### src/rtl/arbitro_merge_pkg.sv
// ---------------------------------------------------------------------------
// arbitro_merge_pkg
// Shared constants for the merge arbiter: word format, port count, port-index
// width and the FSM state encodings. The routing arbiter and the testers use
// the same values.
//   DATA_W    : 12-bit word width
//   NUM_IN    : 4 input FIFOs (the design supports exactly 4)
//   SEL_W     : 2-bit port index
//   ST_INIT   : first cycle after reset release, no pop
//   ST_IDLE   : nothing eligible
//   ST_ACTIVE : a grant was issued
// ---------------------------------------------------------------------------
package arbitro_merge_pkg;

  localparam int DATA_W = 12;
  localparam int NUM_IN = 4;
  localparam int SEL_W  = 2;

  localparam logic [1:0] ST_INIT   = 2'd0;
  localparam logic [1:0] ST_IDLE   = 2'd1;
  localparam logic [1:0] ST_ACTIVE = 2'd2;

  // Round-robin pointer advance; the 2-bit wrap gives 3 -> 0 for free.
  function automatic logic [SEL_W-1:0] next_ptr(input logic [SEL_W-1:0] idx);
    return idx + SEL_W'(1);
  endfunction

endpackage

### src/rtl/arbitro_merge_rr_grant.sv
// ---------------------------------------------------------------------------
// arbitro_merge_rr_grant
// Combinational picker for the merge arbiter.
//   req     in  [3:0]  eligible ports
//   ptr     in  [1:0]  round-robin start port
//   gnt     out [3:0]  one-hot grant (zero when nothing requested)
//   gnt_idx out [1:0]  index of the granted port (0 when nothing requested)
//   any     out        at least one port requested
// Configuration macro ARB_STRICT_PRIO_EN: when defined, fixed priority
// 0 > 1 > 2 > 3 and ptr is ignored; otherwise round robin from ptr.
// ---------------------------------------------------------------------------
module arbitro_merge_rr_grant
  import arbitro_merge_pkg::*;
(
  input  logic [NUM_IN-1:0] req,
  input  logic [SEL_W-1:0]  ptr,
  output logic [NUM_IN-1:0] gnt,
  output logic [SEL_W-1:0]  gnt_idx,
  output logic              any
);

`ifdef ARB_STRICT_PRIO_EN
  logic unused_ptr;
  assign unused_ptr = ^ptr;
`endif

  // NOTE: every output of a combinational block gets a default before any
  // conditional assignment, otherwise synthesis infers a latch.
  always_comb begin
    gnt_idx = '0;
    any     = |req;
    // Scanning from the last candidate down to the first lets the first
    // requesting candidate overwrite all later ones.
    for (int k = NUM_IN - 1; k >= 0; k--) begin
`ifdef ARB_STRICT_PRIO_EN
      if (req[k]) gnt_idx = SEL_W'(k);
`else
      if (req[ptr + SEL_W'(k)]) gnt_idx = ptr + SEL_W'(k);
`endif
    end
    gnt = any ? (NUM_IN'(1) << gnt_idx) : '0;
  end

endmodule

### src/rtl/arbitro_merge.sv
// ---------------------------------------------------------------------------
// arbitro_merge
// Drains 4 input FIFOs into one output FIFO. Each cycle at most one
// non-empty input is granted and popped; the popped word (registered FIFO
// read) is pushed downstream the following cycle.
//   clk              in   clock, rising edge
//   reset            in   asynchronous, active-high reset
//   fifo_data        in   [47:0] packed FIFO read data, port i at [i*12 +: 12]
//   emptyFIFO        in   [3:0]  per-input empty flags
//   almost_fullFIFO  in   output FIFO almost full (room for one in-flight word)
//   pop              out  [3:0]  one-hot or zero read strobe
//   push             out  write strobe to the output FIFO
//   data_out         out  [11:0] pushed word, 0 when push=0
//   sel              out  [1:0]  port whose word is on data_out
// Configuration macro ARB_STRICT_PRIO_EN selects fixed priority instead of
// round robin; latency, handshake and reset behaviour are unchanged.
// ---------------------------------------------------------------------------
module arbitro_merge
  import arbitro_merge_pkg::*;
(
  input  logic                     clk,
  input  logic                     reset,
  input  logic [NUM_IN*DATA_W-1:0] fifo_data,
  input  logic [NUM_IN-1:0]        emptyFIFO,
  input  logic                     almost_fullFIFO,
  output logic [NUM_IN-1:0]        pop,
  output logic                     push,
  output logic [DATA_W-1:0]        data_out,
  output logic [SEL_W-1:0]         sel
);

  logic [1:0]        state_q,   state_d;
  logic [SEL_W-1:0]  rr_ptr_q,  rr_ptr_d;
  logic [SEL_W-1:0]  grant_q_q, grant_q_d;
  logic              pop_q_q,   pop_q_d;

  logic [NUM_IN-1:0] req;
  logic [NUM_IN-1:0] gnt;
  logic [SEL_W-1:0]  gnt_idx;
  logic              any;

  // Nothing is eligible in INIT or while the output FIFO is almost full.
  // Reset forces INIT asynchronously, so pop drops the moment reset rises.
  assign req = (state_q != ST_INIT && !almost_fullFIFO) ? ~emptyFIFO : '0;

  arbitro_merge_rr_grant u_rr_grant (
    .req     (req),
    .ptr     (rr_ptr_q),
    .gnt     (gnt),
    .gnt_idx (gnt_idx),
    .any     (any)
  );

  assign pop = gnt;

  always_comb begin
    state_d = state_q;
    unique case (state_q)
      ST_INIT:   state_d = ST_IDLE;
      ST_IDLE,
      ST_ACTIVE: state_d = any ? ST_ACTIVE : ST_IDLE;
      default:   state_d = ST_IDLE;
    endcase
  end

  always_comb begin
    pop_q_d   = any;
    grant_q_d = any ? gnt_idx : grant_q_q;
`ifdef ARB_STRICT_PRIO_EN
    rr_ptr_d  = '0;
`else
    // Pointer only moves on a grant, so an almost-full stall resumes exactly
    // where arbitration left off.
    rr_ptr_d  = any ? next_ptr(gnt_idx) : rr_ptr_q;
`endif
  end

  // NOTE: sequential state uses non-blocking assignments so every register
  // samples the pre-edge values regardless of statement order.
  always_ff @(posedge clk or posedge reset) begin
    if (reset) begin
      state_q   <= ST_INIT;
      rr_ptr_q  <= '0;
      grant_q_q <= '0;
      pop_q_q   <= 1'b0;
    end else begin
      state_q   <= state_d;
      rr_ptr_q  <= rr_ptr_d;
      grant_q_q <= grant_q_d;
      pop_q_q   <= pop_q_d;
    end
  end

  // The input FIFOs present the popped word one cycle after pop, which lines
  // up with pop_q/grant_q here.
  assign push = pop_q_q;
  assign sel  = grant_q_q;

  always_comb begin
    data_out = '0;
    if (pop_q_q) data_out = fifo_data[32'(grant_q_q)*DATA_W +: DATA_W];
  end

endmodule
### config.mk
export PLATFORM = sky130hd
export DESIGN_NAME = arbitro_merge
export DESIGN_NICKNAME = d
export VERILOG_FILES = /design/src/rtl/arbitro_merge_pkg.sv /design/src/rtl/arbitro_merge_rr_grant.sv /design/src/rtl/arbitro_merge.sv
export SDC_FILE = /design/constraint.sdc
export NUM_CORES = 1
export LEC_CHECK = 0
export ABC_AREA = 1
export CELL_PAD_IN_SITES_DETAIL_PLACEMENT = 0
export CELL_PAD_IN_SITES_GLOBAL_PLACEMENT = 1
export CORE_MARGIN = 1.5
export CORE_UTILIZATION = 20
export CTS_CLUSTER_DIAMETER = 30
export DETAILED_ROUTE_END_ITERATION = 8
export PLACE_DENSITY = 0.86
export SLEW_MARGIN = 15
export SYNTH_ARGS = -nofsm -noshare
export SYNTH_HDL_FRONTEND = slang
export SYNTH_SLANG_ARGS = --single-unit
### constraint.sdc
create_clock -name clk -period 1.85 [get_ports clk]
set_input_delay 0.37 -clock clk [delete_from_list [all_inputs] [get_ports clk]]
set_output_delay 0.37 -clock clk [all_outputs]
set_load 0.05 [all_outputs]
**Word level (Yosys, flattened, before mapping)**

Cells that the tools add are included.

- Word-level logic and storage cells: 40
- Input port bits: 55
- Register bits after elaboration: 7

- $mul: 1
- Add/sub/neg operators: 4
- Muxes and demuxes: 17
- Reductions and logical operators: 5
- Shifts and indexed selects: 2
- Eq/ne operators: 2
- Bitwise operators: 1
- Order comparisons: 4

Operator list:

| kind | count |
|---|---|
| 48-bit by 7-bit indexed part select with 12-bit output | 1 |
| 2-bit by 3-bit < comparator with 1-bit output, second input constant | 4 |
| 12-bit 2-to-1 mux | 1 |
| 2-bit 2-to-1 mux | 6 |
| 1-bit binary-select mux with 2-bit select | 4 |
| 4-bit 2-to-1 mux | 2 |
| 2-bit by 1-bit adder with 2-bit output, second input constant | 2 |
| 2-bit adder, second input constant | 2 |
| 2-bit by 2-bit multiplier with 4-bit output, second input constant | 1 |
| 1-bit 2-to-1 mux | 4 |
| 4-bit inverter | 1 |
| 4-bit OR reduction | 1 |
| 1-bit by 2-bit << shifter with 4-bit output, first input constant | 1 |
| 2-bit by 1-bit == test with 1-bit output, second input constant | 1 |
| 2-bit == test, second input constant | 1 |
| 2-bit nonzero test | 1 |
| 2-bit OR reduction | 1 |
| 1-bit logical AND | 1 |
| 1-bit zero test | 1 |

**Longest topological paths before layout**

Gate-level depths: netlist of the first run.

- Word-level depth: 11
- Mapped depth: 13

**Modules after synthesis**

From an unflattened synthesis of the first run, not the netlist that was laid out.

- Cells, all modules: 237
- Area total of the unflattened synthesis: 1,261.2 µm²

By module, submodules not included:

| module | cells an instance | instances | area an instance (µm²) |
|---|---|---|---|
| arbitro_merge | 171 | 1 | 979.7 |
| arbitro_merge_rr_grant | 66 | 1 | 281.5 |

**Least setup slack after synthesis of the first run**

Ideal clock, no wire load.

- Path type: register to output
- Start point: register grant_q_q[0], in the netlist sel[0]
- End point: output data_out[10]
- Arrival: 2.046 ns
- Buffers on the path: 2
- Slack: -0.566 ns
- Cell stages (with the launch flop): 7
- Path through: dfrtp_1 buf_2 buf_2 nor2_1 nor2_1 o21ai_0 a21oi_1

- Word-level cells in the longest chain between the ends: 3

Ends and longest elaborated chain:

| item | line | text |
|---|---|---|
| start: declaration | arbitro_merge.sv:34 | `logic [SEL_W-1:0] grant_q_q, grant_q_d;` |
| start signal: assignment | arbitro_merge.sv:89 | `grant_q_q <= grant_q_d;` |
| 2-bit by 2-bit multiplier with 4-bit output | arbitro_merge.sv:101 | `if (pop_q_q) data_out = fifo_data[32'(grant_q_q)*DATA_W +: DATA_W];` |
| 48-bit by 7-bit indexed part select with 12-bit output | arbitro_merge.sv:101 |  |
| 12-bit 2-to-1 mux | arbitro_merge.sv:101 |  |
| end: declaration | arbitro_merge.sv:28 | `output logic [DATA_W-1:0] data_out,` |

No other way between the ends.

**Worst setup path in the final report of the first run**

- Start point: register state_q[0]
- End point: output pop[0]

- Word-level cells in the longest chain between the ends: 11
- Elaborated cells on any way between the ends: 18

Ends and longest elaborated chain:

| item | line | text |
|---|---|---|
| start: declaration | arbitro_merge.sv:32 | `logic [1:0] state_q, state_d;` |
| start signal: assignment | arbitro_merge.sv:87 | `state_q <= state_d;` |
| 2-bit nonzero test (*) | arbitro_merge.sv:44 | `assign req = (state_q != ST_INIT && !almost_fullFIFO) ? ~emptyFIFO : '0;` |
| 1-bit logical AND (*) | arbitro_merge.sv:44 |  |
| 4-bit 2-to-1 mux (*) | arbitro_merge.sv:44 |  |
| 1-bit binary-select mux with 2-bit select | arbitro_merge_rr_grant.sv:38 | `if (req[ptr + SEL_W'(k)]) gnt_idx = ptr + SEL_W'(k);` |
| 1-bit 2-to-1 mux (implied by the code) | arbitro_merge_rr_grant.sv:38 |  |
| 2-bit 2-to-1 mux (4 in series) | arbitro_merge_rr_grant.sv:38 |  |
| 1-bit by 2-bit << shifter with 4-bit output | arbitro_merge_rr_grant.sv:41 | `gnt = any ? (NUM_IN'(1) << gnt_idx) : '0;` |
| 4-bit 2-to-1 mux (*) | arbitro_merge_rr_grant.sv:41 |  |
| end: declaration | arbitro_merge.sv:26 | `output logic [NUM_IN-1:0] pop,` |

Every way passes the cells marked *; elsewhere a longest branch is shown, timed or not. The select of a mux whose other input is x is not followed.

==> run_results.csv, run 1 <==
group,metric,value,unit
placement,routabilityCongestion,0.766,
cells_and_area,drive_gt1_share,44.4,%
sta,fin_skew,0.000211,ns
yosys,synth.net_count,231,
status,outcome,"finished, violations left",
route,initialDrtViolationCount,36,
cells_and_area,finalNonFillerCells,311,
clock_network,clkSlewWorstSetupHoldPaths,0.04,ns
die,initial_core_util,21.0,%
route,drt-vias-per-instance,4.58,
yosys,ys_async_sr_fraction,100,%
critical_path,timing.critical_path.fanout_max,5,
cells_and_area,utilization,55.8,%
placement,dp_hpwl,3020,um
sta,maxSlewHeadroom,78.2,%
yosys,synth_cells,175,
sta,final_slew_viol_count,0,
yosys,ys_seq_area_share,18.9,%
sta,rsz0062_at_grt,"yes",
die,floorplan.die.height,71.1,um
cells_and_area,n_antenna_cell,0,
grt,gr-total-overflow,0,
sta,fin_worst_hold_slack,0.372,ns
critical_path,ff2ff_path_depth,12,
critical_path,path_buf_inv,2,
cells_and_area,final_nets,316,
die,die_width,71.1,um
clock_network,worstSkewPairLatency,0.23,ns
route,drt_pass_1_iters,4,
clock_network,clock_sinks,7,
grt,grt_pass1_vias,1459,
sta,clock.fmax,0.430,GHz
yosys,synth_flop_cell,"sky130_fd_sc_hd__dfrtp_1",
route,wire_per_inst,13.3,um
clock_network,holdBufCountCts,0,
yosys,yosys_register_bits,7,
critical_path,cpPeakStageDelay,0.33,ns
clock_network,cts_tree,"built",
yosys,synthTopCellsByArea,"sky130_fd_sc_hd__nor2_1, sky130_fd_sc_hd__dfrtp_1, sky130_fd_sc_hd__o21ai_0",
die,rows,24,
critical_path,rrSetupSlack,0.24,ns
critical_path,startpoint_type,"flip-flop",
sta,worstMarginPinSlew,0.324,ns
placement,post-place-cells,309,
yosys,synth.cell_area,927,um2
sta,hold_violations,0,
cells_and_area,area_growth_syn_to_layout,165,%
yosys,synth_enable_flop_cells,0,
critical_path,arrival_worst_endpoint,1.95,ns
critical_path,cp.required,1.48,ns
critical_path,critical-path-top-delay-family,"simple AND/OR/NAND/NOR gates",
grt,antenna_found_initial,0,
placement,placedInstanceArea,2190,um2
critical_path,cp_common_cell,"sky130_fd_sc_hd__nand2_2",
clock_network,clock_tree.buffer_depth,2,
status,failed_checks,"setup timing",
critical_path,critPathSlowestCell,"sky130_fd_sc_hd__dfrtp_1",
grt,maximum_number_of_pins_on_one_net_before_global_route_repair,25,
sta,finalWorstPathRequiredPeriod,2.32,ns
yosys,synth_area_leader_cell,"sky130_fd_sc_hd__nor2_1",
route,antenna_left,0,
sta,finalSetupViolCount,4,
grt,groute.usage.overall,16.4,%
power_and_ir_drop,power_density_of_the_placed_cells,2120,nW/um2
yosys,synth_top_cell_area_share,20.2,%
job,cap_viol_max_count,0,
yosys,ys.warnings.count,0,
route,route.final.wire_length,4130,um
sta,finalWorstSetupSlack,-0.474,ns
yosys,synth.lib_cells_used.distinct,19,
cells_and_area,finalInstanceArea,2460,um2
grt,grt_first_pass_wirelength,6770,um
placement,pre_cts_ws,-0.589,ns
route,routed-via-count,1424,
clock_network,h-tree-depth,1,
critical_path,crit_reg_reg_endpoint,"rr_ptr_q[1]",
yosys,post_synth.cell_area_avg,5.30,um2
die,core_region_area,4410,um2
route,post-route-drc-count,0,
clock_network,clock_tree.root_cell,"sky130_fd_sc_hd__clkbuf_8",
critical_path,worstPathCellList,"inv_2 -> ha_4 -> nor2_4 -> nand3_2 -> nand2_2 -> nand2_2 -> nand2_2 -> nand2_4 -> nand2_2 -> nand2_4 -> nand2_8 -> nand2_4 -> nor2_4 -> buf_12",
placement,numPortBuffers,73,
critical_path,path_class,"reg -> out",
sta,tns,-1.68,ns
clock_network,numCtsBuffers,3,
sta,layout_worst_path_cycle_share,126,%
critical_path,worstSetupEndpointType,"output port",
die,io-pin-count,74,
critical_path,r2r-start,"state_q[0]",
die,die_area,5050,um2
power_and_ir_drop,power_leakage,1.00,nW
power_and_ir_drop,finalPower,5.21,mW
power_and_ir_drop,worst_vdd_drop,1110,uV
min_path,timing.hold.worst.class,"in -> async",
-- sequential cells by signal, summed over array words and instances, names as in the netlist --
name / count
push: 1
rr_ptr_q: 2
sel: 2
state_q: 2
-- synthesized netlist by cell type (2+ instances only) --
| cell | number |
|---|---|
| sky130_fd_sc_hd__o21ai_1 | 3 |
| sky130_fd_sc_hd__inv_2 | 3 |
| sky130_fd_sc_hd__o21ai_0 | 25 |
| sky130_fd_sc_hd__inv_1 | 18 |
| sky130_fd_sc_hd__nand2_2 | 5 |
| sky130_fd_sc_hd__nand3_1 | 14 |
| sky130_fd_sc_hd__nand2_1 | 21 |
| sky130_fd_sc_hd__nor2_2 | 2 |
| sky130_fd_sc_hd__dfrtp_1 | 7 |
| sky130_fd_sc_hd__clkbuf_1 | 5 |
| sky130_fd_sc_hd__buf_2 | 3 |
| sky130_fd_sc_hd__a21oi_1 | 13 |
| sky130_fd_sc_hd__nor2_1 | 50 |
-- power breakdown --
group          internal (mW)  total (mW)  switching, mW
Sequential             0.235       0.314         0.0790
Clock                  0.150       0.222         0.0721
Combinational           2.06        4.68           2.61
Total                   2.45        5.21           2.77
-- routing by layer --
layer  vias up  share of wire, %  GRT usage (%)
met5         -                 0              0
met4         0              0.31           1.89
met3         2               6.5           2.99
met2        60                52           30.4
met1       633                41           20.3
li1        729                 -              -
-- layout by cell type (no fill, tap or decap), types with 4 or more instances in the layout --
cell type | synthesis | final
sky130_fd_sc_hd__nand3_2 | 0 | 11
sky130_fd_sc_hd__nand2_1 | 21 | 12
sky130_fd_sc_hd__clkdlybuf4s50_1 | 0 | 52
sky130_fd_sc_hd__o21ai_2 | 0 | 9
sky130_fd_sc_hd__inv_2 | 3 | 5
sky130_fd_sc_hd__buf_12 | 0 | 21
sky130_fd_sc_hd__dfrtp_1 | 7 | 4
sky130_fd_sc_hd__buf_4 | 0 | 9
sky130_fd_sc_hd__nand2_2 | 5 | 8
sky130_fd_sc_hd__buf_6 | 1 | 4
sky130_fd_sc_hd__o21ai_0 | 25 | 6
sky130_fd_sc_hd__nor2_2 | 2 | 8
sky130_fd_sc_hd__inv_1 | 18 | 12
sky130_fd_sc_hd__nor2_1 | 50 | 39
sky130_fd_sc_hd__o21ai_1 | 3 | 13
sky130_fd_sc_hd__nor2_4 | 1 | 7
sky130_fd_sc_hd__nand2_4 | 0 | 5
sky130_fd_sc_hd__a21oi_4 | 0 | 12
-- cell families (layout without fill, tap and decap cells) --
group / Yosys count / in the layout / synth area share [%]
AO/OA/AOI/OAI: 41 / 41 / 22.1
adder cells (fa/ha/maj): 1 / 1 / 1.35
buffers and inverters: 30 / 113 / 13.4
flip-flops: 7 / 7 / 18.9
AND/OR/NAND/NOR: 96 / 97 / 44.3
-- layout make-up --
| class | instances | area (um2) |
|---|---|---|
| Sequential cell | 7 | 179 |
| Inverter | 21 | 92.6 |
| Multi-Input combinational cell | 139 | 1010 |
| Tap cell | 52 | 65.1 |
| Timing Repair Buffer | 88 | 1070 |
| Clock buffer | 4 | 45.0 |
| Fill cell | 425 | 1950 |
-- repair_timing --
item | in CTS | in global routing
setup endpoints to repair | 7 | 16
pin swaps | 12 | 31
setup buffers | 2 | 1
hold endpoints to repair | 0 | 0
resized for setup | 19 | 66
gates cloned | 1 | 0
-- how the worst max path moves through the flow --
stage                         start  endpoint  slack (ns)  cells past startpoint
detailed placement  almost_fullFIFO    pop[0]       -0.59                     13
global placement    almost_fullFIFO    pop[0]       -0.54                     13
finish                   state_q[0]    pop[0]       -0.47                     14
CTS                      state_q[1]    pop[0]       -0.43                     14
floorplan                state_q[1]    pop[0]       -0.14                     13
global route             state_q[0]    pop[0]       -0.60                     14
Power figures use the tool's default switching activity.
==> run 2: changes to the inputs <==
ABC_CLOCK_PERIOD_IN_PS = 1850   (was unset)
==> results of run 2 <==
Same layout as run 1: the final DEF is identical, and so are final timing and power.
